[src/rtl/eep_i2c_master.sv]
// rtl/eep_i2c_master.sv - byte-level I2C initiator driving SCL/SDA from START/STOP/WRITE/READ commands
module eep_i2c_master #(
  parameter int QDIV = 32
) (
  input  logic       clk,
  input  logic       rst,
  input  logic       cmd_valid,
  output logic       cmd_ready,
  input  logic [2:0] cmd,
  input  logic [7:0] wr_data,
  output logic       rsp_valid,
  output logic [7:0] rd_data,
  output logic       nack,
  output logic       scl,
  output logic       sda_out,
  input  logic       sda_in
);

  localparam int CW = $clog2(QDIV);
  localparam logic [CW-1:0] QLAST = CW'(QDIV - 1);

  // The one-clock DONE step is folded into IDLE: rsp_valid is raised on the
  // transition back to IDLE so a new command can be accepted in that same clk.
  typedef enum logic [1:0] {S_IDLE, S_START, S_STOP, S_BYTE} state_t;

  state_t        state_q, state_d;
  logic [CW-1:0] qcnt_q, qcnt_d;
  logic [1:0]    qtr_q, qtr_d;
  logic [3:0]    bit_q, bit_d;
  logic          rd_op_q, rd_op_d;
  logic          ack_low_q, ack_low_d;
  logic [7:0]    sh_q, sh_d;
  logic          samp_q, samp_d;
  logic          scl_q, scl_d;
  logic          sda_q, sda_d;
  logic          rsp_valid_q, rsp_valid_d;
  logic [7:0]    rd_data_q, rd_data_d;
  logic          nack_q, nack_d;
  logic          q_end;

  assign cmd_ready = (state_q == S_IDLE);
  assign rsp_valid = rsp_valid_q;
  assign rd_data   = rd_data_q;
  assign nack      = nack_q;
  assign scl       = scl_q;
  assign sda_out   = sda_q;

  always_comb begin
    state_d     = state_q;
    qcnt_d      = qcnt_q;
    qtr_d       = qtr_q;
    bit_d       = bit_q;
    rd_op_d     = rd_op_q;
    ack_low_d   = ack_low_q;
    sh_d        = sh_q;
    samp_d      = samp_q;
    scl_d       = scl_q;
    sda_d       = sda_q;
    rsp_valid_d = 1'b0;
    rd_data_d   = rd_data_q;
    nack_d      = nack_q;
    q_end       = (qcnt_q == QLAST);

    if (state_q != S_IDLE) begin
      qcnt_d = q_end ? '0 : qcnt_q + 1'b1;
      if (q_end) qtr_d = qtr_q + 2'd1;
    end

    case (state_q)
      S_IDLE: begin
        if (cmd_valid) begin
          qcnt_d = '0;
          qtr_d  = 2'd0;
          bit_d  = 4'd0;
          case (cmd)
            3'd0: begin state_d = S_START; scl_d = 1'b0; sda_d = 1'b1; end
            3'd1: begin state_d = S_STOP;  scl_d = 1'b0; sda_d = 1'b0; end
            3'd2: begin
              state_d = S_BYTE;
              rd_op_d = 1'b0;
              sh_d    = wr_data;
              scl_d   = 1'b0;
              sda_d   = wr_data[7];
            end
            3'd4, 3'd5: begin
              state_d   = S_BYTE;
              rd_op_d   = 1'b1;
              ack_low_d = ~cmd[0];
              sh_d      = 8'h00;
              scl_d     = 1'b0;
              sda_d     = 1'b1;
            end
            default: rsp_valid_d = 1'b1;
          endcase
        end
      end
      S_START: begin
        if (q_end) begin
          case (qtr_q)
            2'd0:    {scl_d, sda_d} = 2'b11;
            2'd1:    {scl_d, sda_d} = 2'b10;
            2'd2:    {scl_d, sda_d} = 2'b00;
            default: begin state_d = S_IDLE; rsp_valid_d = 1'b1; end
          endcase
        end
      end
      S_STOP: begin
        if (q_end) begin
          case (qtr_q)
            2'd0:    {scl_d, sda_d} = 2'b10;
            2'd1:    {scl_d, sda_d} = 2'b11;
            2'd2:    {scl_d, sda_d} = 2'b11;
            default: begin state_d = S_IDLE; rsp_valid_d = 1'b1; end
          endcase
        end
      end
      S_BYTE: begin
        if (q_end) begin
          case (qtr_q)
            2'd1: scl_d = 1'b1;
            2'd2: begin
              samp_d = sda_in;
              if (rd_op_q && bit_q != 4'd8) sh_d = {sh_q[6:0], sda_in};
            end
            2'd3: begin
              if (bit_q == 4'd8) begin
                state_d     = S_IDLE;
                rsp_valid_d = 1'b1;
                scl_d       = 1'b0;
                sda_d       = 1'b1;
                if (rd_op_q) begin
                  rd_data_d = sh_q;
                  nack_d    = 1'b0;
                end else begin
                  nack_d = samp_q;
                end
              end else begin
                bit_d = bit_q + 4'd1;
                scl_d = 1'b0;
                // Write data leaves from sh_q[7]; shifting at bit start keeps the next bit there.
                if (bit_q == 4'd7) begin
                  sda_d = rd_op_q ? ~ack_low_q : 1'b1;
                end else if (rd_op_q) begin
                  sda_d = 1'b1;
                end else begin
                  sda_d = sh_q[6];
                  sh_d  = {sh_q[6:0], 1'b0};
                end
              end
            end
            default: ;
          endcase
        end
      end
      default: state_d = S_IDLE;
    endcase
  end

  always_ff @(posedge clk) begin
    if (rst) begin
      state_q     <= S_IDLE;
      qcnt_q      <= '0;
      qtr_q       <= 2'd0;
      bit_q       <= 4'd0;
      rd_op_q     <= 1'b0;
      ack_low_q   <= 1'b0;
      sh_q        <= 8'h00;
      samp_q      <= 1'b0;
      scl_q       <= 1'b1;
      sda_q       <= 1'b1;
      rsp_valid_q <= 1'b0;
      rd_data_q   <= 8'h00;
      nack_q      <= 1'b0;
    end else begin
      state_q     <= state_d;
      qcnt_q      <= qcnt_d;
      qtr_q       <= qtr_d;
      bit_q       <= bit_d;
      rd_op_q     <= rd_op_d;
      ack_low_q   <= ack_low_d;
      sh_q        <= sh_d;
      samp_q      <= samp_d;
      scl_q       <= scl_d;
      sda_q       <= sda_d;
      rsp_valid_q <= rsp_valid_d;
      rd_data_q   <= rd_data_d;
      nack_q      <= nack_d;
    end
  end

endmodule

[config.mk]
export PLATFORM = sky130hd
export DESIGN_NAME = eep_i2c_master
export DESIGN_NICKNAME = d
export VERILOG_FILES = /design/src/rtl/eep_i2c_master.sv
export SDC_FILE = /design/constraint.sdc
export NUM_CORES = 1
export LEC_CHECK = 0
export ABC_CLOCK_PERIOD_IN_PS = 2700
export CORE_MARGIN = 2
export CORE_UTILIZATION = 41
export CTS_BUF_LIST = sky130_fd_sc_hd__clkbuf_16
export DETAILED_ROUTE_END_ITERATION = 10
export PLACE_DENSITY = 0.67
export SLEW_MARGIN = 20
export SYNTH_ARGS = -nofsm -noshare
export SYNTH_HDL_FRONTEND = slang
export SYNTH_SLANG_ARGS = --single-unit
[constraint.sdc]
create_clock -name clk -period 2.7 [get_ports clk]
set_input_delay 0.27 -clock clk [delete_from_list [all_inputs] [get_ports clk]]
set_output_delay 0.27 -clock clk [all_outputs]
set_load 0.05 [all_outputs]
**After elaboration in Yosys (flattened, before gate mapping)**

Index checks and enable logic that the tools add are counted.

- Reduce and logical (&&, ||, !) cells: 25
- Equal/unequal tests: 37
- Mux-type cells: 62
- Bitwise gates (word level): 2
- Add/subtract/negate cells: 3

Operators with widths:

| cell | number |
|---|---|
| $mux 8 | 6 |
| $pmux 8 s2 | 3 |
| $mux 1 | 23 |
| $ne 3x3->1 const B | 7 |
| $mux 2 | 10 |
| $mux 5 | 4 |
| $ne 2x2->1 const B | 10 |
| $mux 4 | 4 |
| $reduce_and 8->1 | 2 |
| $pmux 2 s3 | 2 |
| $pmux 1 s2 | 5 |
| $reduce_and 5->1 | 2 |
| $reduce_and 3->1 | 3 |
| $reduce_and 9->1 | 1 |
| $reduce_or 3->1 | 3 |
| $eq 2x2->1 const B | 4 |
| $ne 4x2->1 const B | 2 |
| $pmux 1 s4 | 2 |
| $pmux 4 s2 | 1 |
| $reduce_or 2->1 | 4 |
| $reduce_and 7->1 | 1 |
| $eq 3x3->1 const B | 2 |
| $ne 3x2->1 const B | 2 |
| $pmux 1 s3 | 2 |
| 19 further kinds | 24 |

- Output and inout bits: 13
- Flip-flop bits (word level): 36
- Input port bits: 15
- Logic and storage cells: 142

**Longest topological paths before layout**

- Word-level depth: 7
- Depth in mapped cells: 8
- Depth with buffers taken out: 7

**Worst setup path before layout**

Ideal clock, no wire load.

- Path type: register to register
- Start point: reg state_q[0]
- End point: reg bit_q[3]
- Required time: 2630 ps
- Buffers on the path: 1
- Data arrival time: 2211 ps
- Cell stages (with the launch flop): 8
- Library setup time: 70 ps
- Setup slack: 419 ps
- Period minus slack after synthesis: 2281 ps
- Cell sequence: dfxtp_1 > inv_1 > ha_1 > buf_2 > nor2_1 > or3_4 > or4_1 > a21oi_1

- Longest elaborated chain between the ends: 3
- Elaborated cells between the ends (all ways): 9
- Those cells by class: eq/ne: 5; mux: 1; reduce/logical: 3

Ends and longest elaborated chain:

| item | line | source |
|---|---|---|
| start: declaration | 26 | `state_t state_q, state_d;` |
| start signal: assignment | 175 | `state_q <= state_d;` |
| $logic_not 2->1 (*) | -- |  |
| net cmd_ready | 8 | `output logic cmd_ready,` |
| $ne 2x2->1 (no source line) or $reduce_bool 2->1 (tied branches) | -- |  |
| $reduce_and 5->1 (no source line) | -- |  |
| end signal: assignment | 178 | `bit_q <= bit_d;` |
| end: declaration | 29 | `logic [3:0] bit_q, bit_d;` |

The timed path passes the listed nets; every way through them passes the cells marked *.
A chain may end at the register's enable or synchronous reset.

**Worst setup path after layout**

- Start point: reg qcnt_q[0]
- End point: reg sh_q[1]

- Longest elaborated chain between the ends: 3

Ends and longest elaborated chain:

| item | line | source |
|---|---|---|
| start: declaration | 27 | `logic [CW-1:0] qcnt_q, qcnt_d;` |
| start signal: assignment | 176 | `qcnt_q <= qcnt_d;` |
| $eq 5x5->1 | 62 | `q_end = (qcnt_q == QLAST);` |
| $ne 2x2->1 (no source line) | -- |  |
| $reduce_and 9->1 (no source line) | -- |  |
| end signal: assignment | 167 | `sh_q <= 8'h00;` |
| end signal: assignment | 181 | `sh_q <= sh_d;` |
| end: declaration | 32 | `logic [7:0] sh_q, sh_d;` |

No other way between the ends.

==> key figures <==
Worst hold path
  • HP Class: reg -> reg

Worst setup path
  • R2r startpoint: qcnt_q[0]$_SDFF_PP0_
  • CP Depth: 7
  • Arrival time of the worst setup path: between 2000 and 2500 ps
  • Slowest CP cell: nor3_1
  • Worst Setup End Kind: flip-flop
  • Required time of the critical path: about 2800 ps
  • Crit-path leading delay family: simple AND/OR/NAND/NOR gates
  • R2R Path End: sh_q[1]$_SDFFE_PP0P_
  • Most used cell, CP: ha_1
  • Largest fanout on the critical path: 8
  • Critical Path End: sh_q[1]$_SDFFE_PP0P_
  • CP peak stage delay: 410 ps
  • R2R cell count: 7
  • Crit Path Category: reg -> reg
  • Startpoint Class: flip-flop
  • Flop-to-flop setup slack: roughly 420 ps
  • Crit. Startpoint: qcnt_q[0]$_SDFF_PP0_
  • Crit path cell chain: ha_1, and3_1, ha_1, nor2b_4, nor3_1, o221ai_2, mux2i_1
  • Worst path bufs/invs: 0

CTS
  • Setup Buffers After CTS: 0
  • Post_cts resized: 0
  • Cts-stage hold buffer count: 0
  • Clk_lat worst skew: ~280 ps
  • Total CTS buffers: 5
  • CTS clk-pin slew, worst paths: approximately 50 ps
  • Clock Path Buffers: 2
  • Clock sinks: 36
  • Root Driver: clkbuf_16
  • H-tree Lvls: 2
  • CTS tree: yes

Synth
  • Mapped Cells: roughly 240
  • Post-synth top flop: dfxtp_1
  • Top cells by area, synth: dfxtp_1 (34%), mux2i_1 (9.3%), ha_1 (8.2%)
  • Syn Area/Cell: 8.96 µm²
  • Asr flop ratio synth: 0%
  • Post-synth EDFFs: 0
  • Sequential area share after synthesis: around a third
  • Flops & latches, synth: 36
  • Netlist Area Pre-Place: around 2100 µm²
  • Post-synth top area share: 33.6%
  • Area leader, netlist: dfxtp_1
  • YS warnings: 0
  • Post-synthesis cell type count: 52
  • Net Count, Synth: about 270

Routing
  • Vias per Instance: between 5 and 6
  • Antenna-violating nets left: 0
  • Avg WL per Cell: 14.1 µm
  • Total wire length: roughly 4700 µm
  • Via count: ~1800
  • DR iter-0 viols: just over 100
  • Drc violations: 0
  • Drt first pass iters: 4

Layout
  • Nets: 292
  • Post-layout util: between 50 and 60%
  • Footprint of the multi-input gates: 1260 µm²
  • Synthesis-to-finish area growth: 20.7%
  • FF/Latch Area: 721 µm²
  • Antenna cells: 0
  • Layout cells sized above 1: under 10%
  • Fillers: slightly below 500
  • Fin area: ~2600 µm²

Floorplan
  • Die area: around 5800 µm²
  • DIE HEIGHT: roughly 76 µm
  • Io pins: 28
  • Core box area: between 5000 and 6000 µm²
  • # rows: 26
  • Initial Util: roughly 42%
  • Die X: about 76 µm

Pwr
  • Combinational share of power: between 30% and 40%
  • Pint: approximately 1.3 mW
  • Switching part of the total power: roughly 34%
  • Sw Pwr: approximately 0.7 mW
  • P_leak: about 1.1 nW
  • Power per cell area: 784 nW/µm²
  • Seq pwr share: about 33%
  • Clock group share of total power: around a third
  • Max IR drop VDD: roughly 0.36 mV

Global route
  • Via count of the first global-routing pass: around 1700
  • Largest net degree at the start of global routing: 25
  • Initial antenna violation count: 0
  • Total track usage: between 10% and 20%
  • First-pass GRT wire length: around 7900 µm
  • Global route overflow: 0

Timing
  • Crit path time final: 2280 ps
  • Setup skew after layout: between 5 and 6 ps
  • Pins Over Slew Limit: 0
  • Fin. Hold Viols: 0
  • Setup TNS: 0 ps
  • Final Setup Violations: 0
  • Rel. slew slack: between 50% and 60%
  • Period utilisation layout: between 80% and 90%
  • RSZ-0062 raised after global routing: no
  • Final setup margin: approximately 420 ps
  • Slew @ Worst Pin: between 600 and 700 ps
  • Fmax: 438 MHz

Placement
  • DP HPWL: about 3500 µm
  • GP Congestion: ~0.85
  • Port-buffer cells: 27
  • DP Area: about 2400 µm²
  • Pre-CTS WS: around 450 ps

Run
  • Max Cap Viol: 0

Run status
  • Status: finished clean
[worst register-to-register path, delay by kind of cell, from the launching register on]
family | cells | cell delay (ps)
AO/OA/AOI/OAI | 1 | 380
multiplexers | 1 | 200
adder cells (fa/ha/maj) | 2 | 550
flip-flops | 1 | 370
AND/OR/NAND/NOR | 3 | 650
[power groups by stage]
stage	Sequential [mW]	Combinational, mW	Clock, mW
after global placement	0.685	0.694	0
after global routing	0.685	0.770	0.685
after CTS	0.675	0.705	0.664
after detailed placement	0.685	0.700	0
final	0.676	0.705	0.648
after floorplan	0.714	0.496	0
[state kept, by name (all words and copies together), names as in the netlist]
register	cells
sda_out	1
ack_low_q	1
qcnt_q	5
qtr_q	2
scl	1
rd_data	8
rsp_valid	1
nack	1
sh_q	8
samp_q	1
bit_q	4
state_q	2
rd_op_q	1
[routing by layer]
layer,routed length [µm],global-route usage [%],vias to the layer above
met2,2180,26.8,26
li1,-,-,910
met5,0,0,-
met4,27,3.82,0
met3,143,3.67,2
met1,2370,22.6,846
[layout make-up]
cell class	instances	share of cell area [%]
inverter	14	2.03
clock inverter	3	1.64
sequential	36	27.9
tap	70	3.39
clock buffer	5	4.84
multi-input combinational	175	48.6
timing repair buffer	31	11.6
[cell families after synthesis]
logic type               count (synthesis)  share of synthesized area (%)
buffers and inverters                   28                           7.65
XOR/XNOR                                 3                           1.23
AO/OA/AOI/OAI                           63                           20.6
AND/OR/NAND/NOR                         75                           19.4
flip-flops                              36                           33.6
multiplexers                            20                           9.35
adder cells (fa/ha/maj)                 14                           8.18
[stage by stage]
step | std cells | hold slack [ps] | total power, mW
after floorplan | 239 | 367 | 1.21
after global placement | 326 | 449 | 1.38
after detailed placement | 326 | 447 | 1.38
after CTS | 334 | 455 | 2.04
after global routing | 334 | 508 | 2.14
final | 334 | 453 | 2.03
[synthesized netlist by cell type, types with 2 or more instances]
cell,count
nand2_1,15
nor4_1,2
and2_1,3
or3b_1,2
o32ai_1,2
dfxtp_1,36
xor2_1,2
nor3_1,3
a21o_1,7
nand4_1,3
a21oi_1,17
o31ai_1,8
nor2b_1,3
nor3b_1,2
nor2_1,19
nand2b_1,3
or3_1,3
a22oi_1,3
nand3b_1,2
nand3_1,4
inv_1,10
mux2i_1,20
clkbuf_1,5
buf_6,6
o21ai_1,2
o211ai_1,9
o21ai_0,6
or4_1,3
inv_2,3
ha_1,14
[placed cells by master (no fill, tap or decap), types with 4 or more instances in the layout]
cell type,instances
dfxtp_1,36
inv_1,10
nor2_1,19
nand2_1,15
a21o_1,7
mux2i_1,20
ha_1,14
o31ai_1,8
nand3_1,4
o21ai_0,6
buf_4,4
o211ai_1,9
clkbuf_16,5
clkdlybuf4s50_1,27
a21oi_1,17
[how the worst min path moves through the flow]
| stage | from | to | slack, ps | cells past startpoint |
|---|---|---|---|---|
| 2_1_floorplan | cmd[1] | rd_op_q$_SDFFE_PP0P_ | 370 | 1 |
| 4_1_cts | nack$_SDFFE_PP0P_ | nack$_SDFFE_PP0P_ | 450 | 2 |
| 5_1_grt | sh_q[5]$_SDFFE_PP0P_ | sh_q[5]$_SDFFE_PP0P_ | 510 | 2 |
| 3_3_place_gp | nack$_SDFFE_PP0P_ | nack$_SDFFE_PP0P_ | 450 | 2 |
| 6_report | nack$_SDFFE_PP0P_ | nack$_SDFFE_PP0P_ | 450 | 2 |
| 3_5_place_dp | nack$_SDFFE_PP0P_ | nack$_SDFFE_PP0P_ | 450 | 2 |
(Power assumes the default switching activity.)
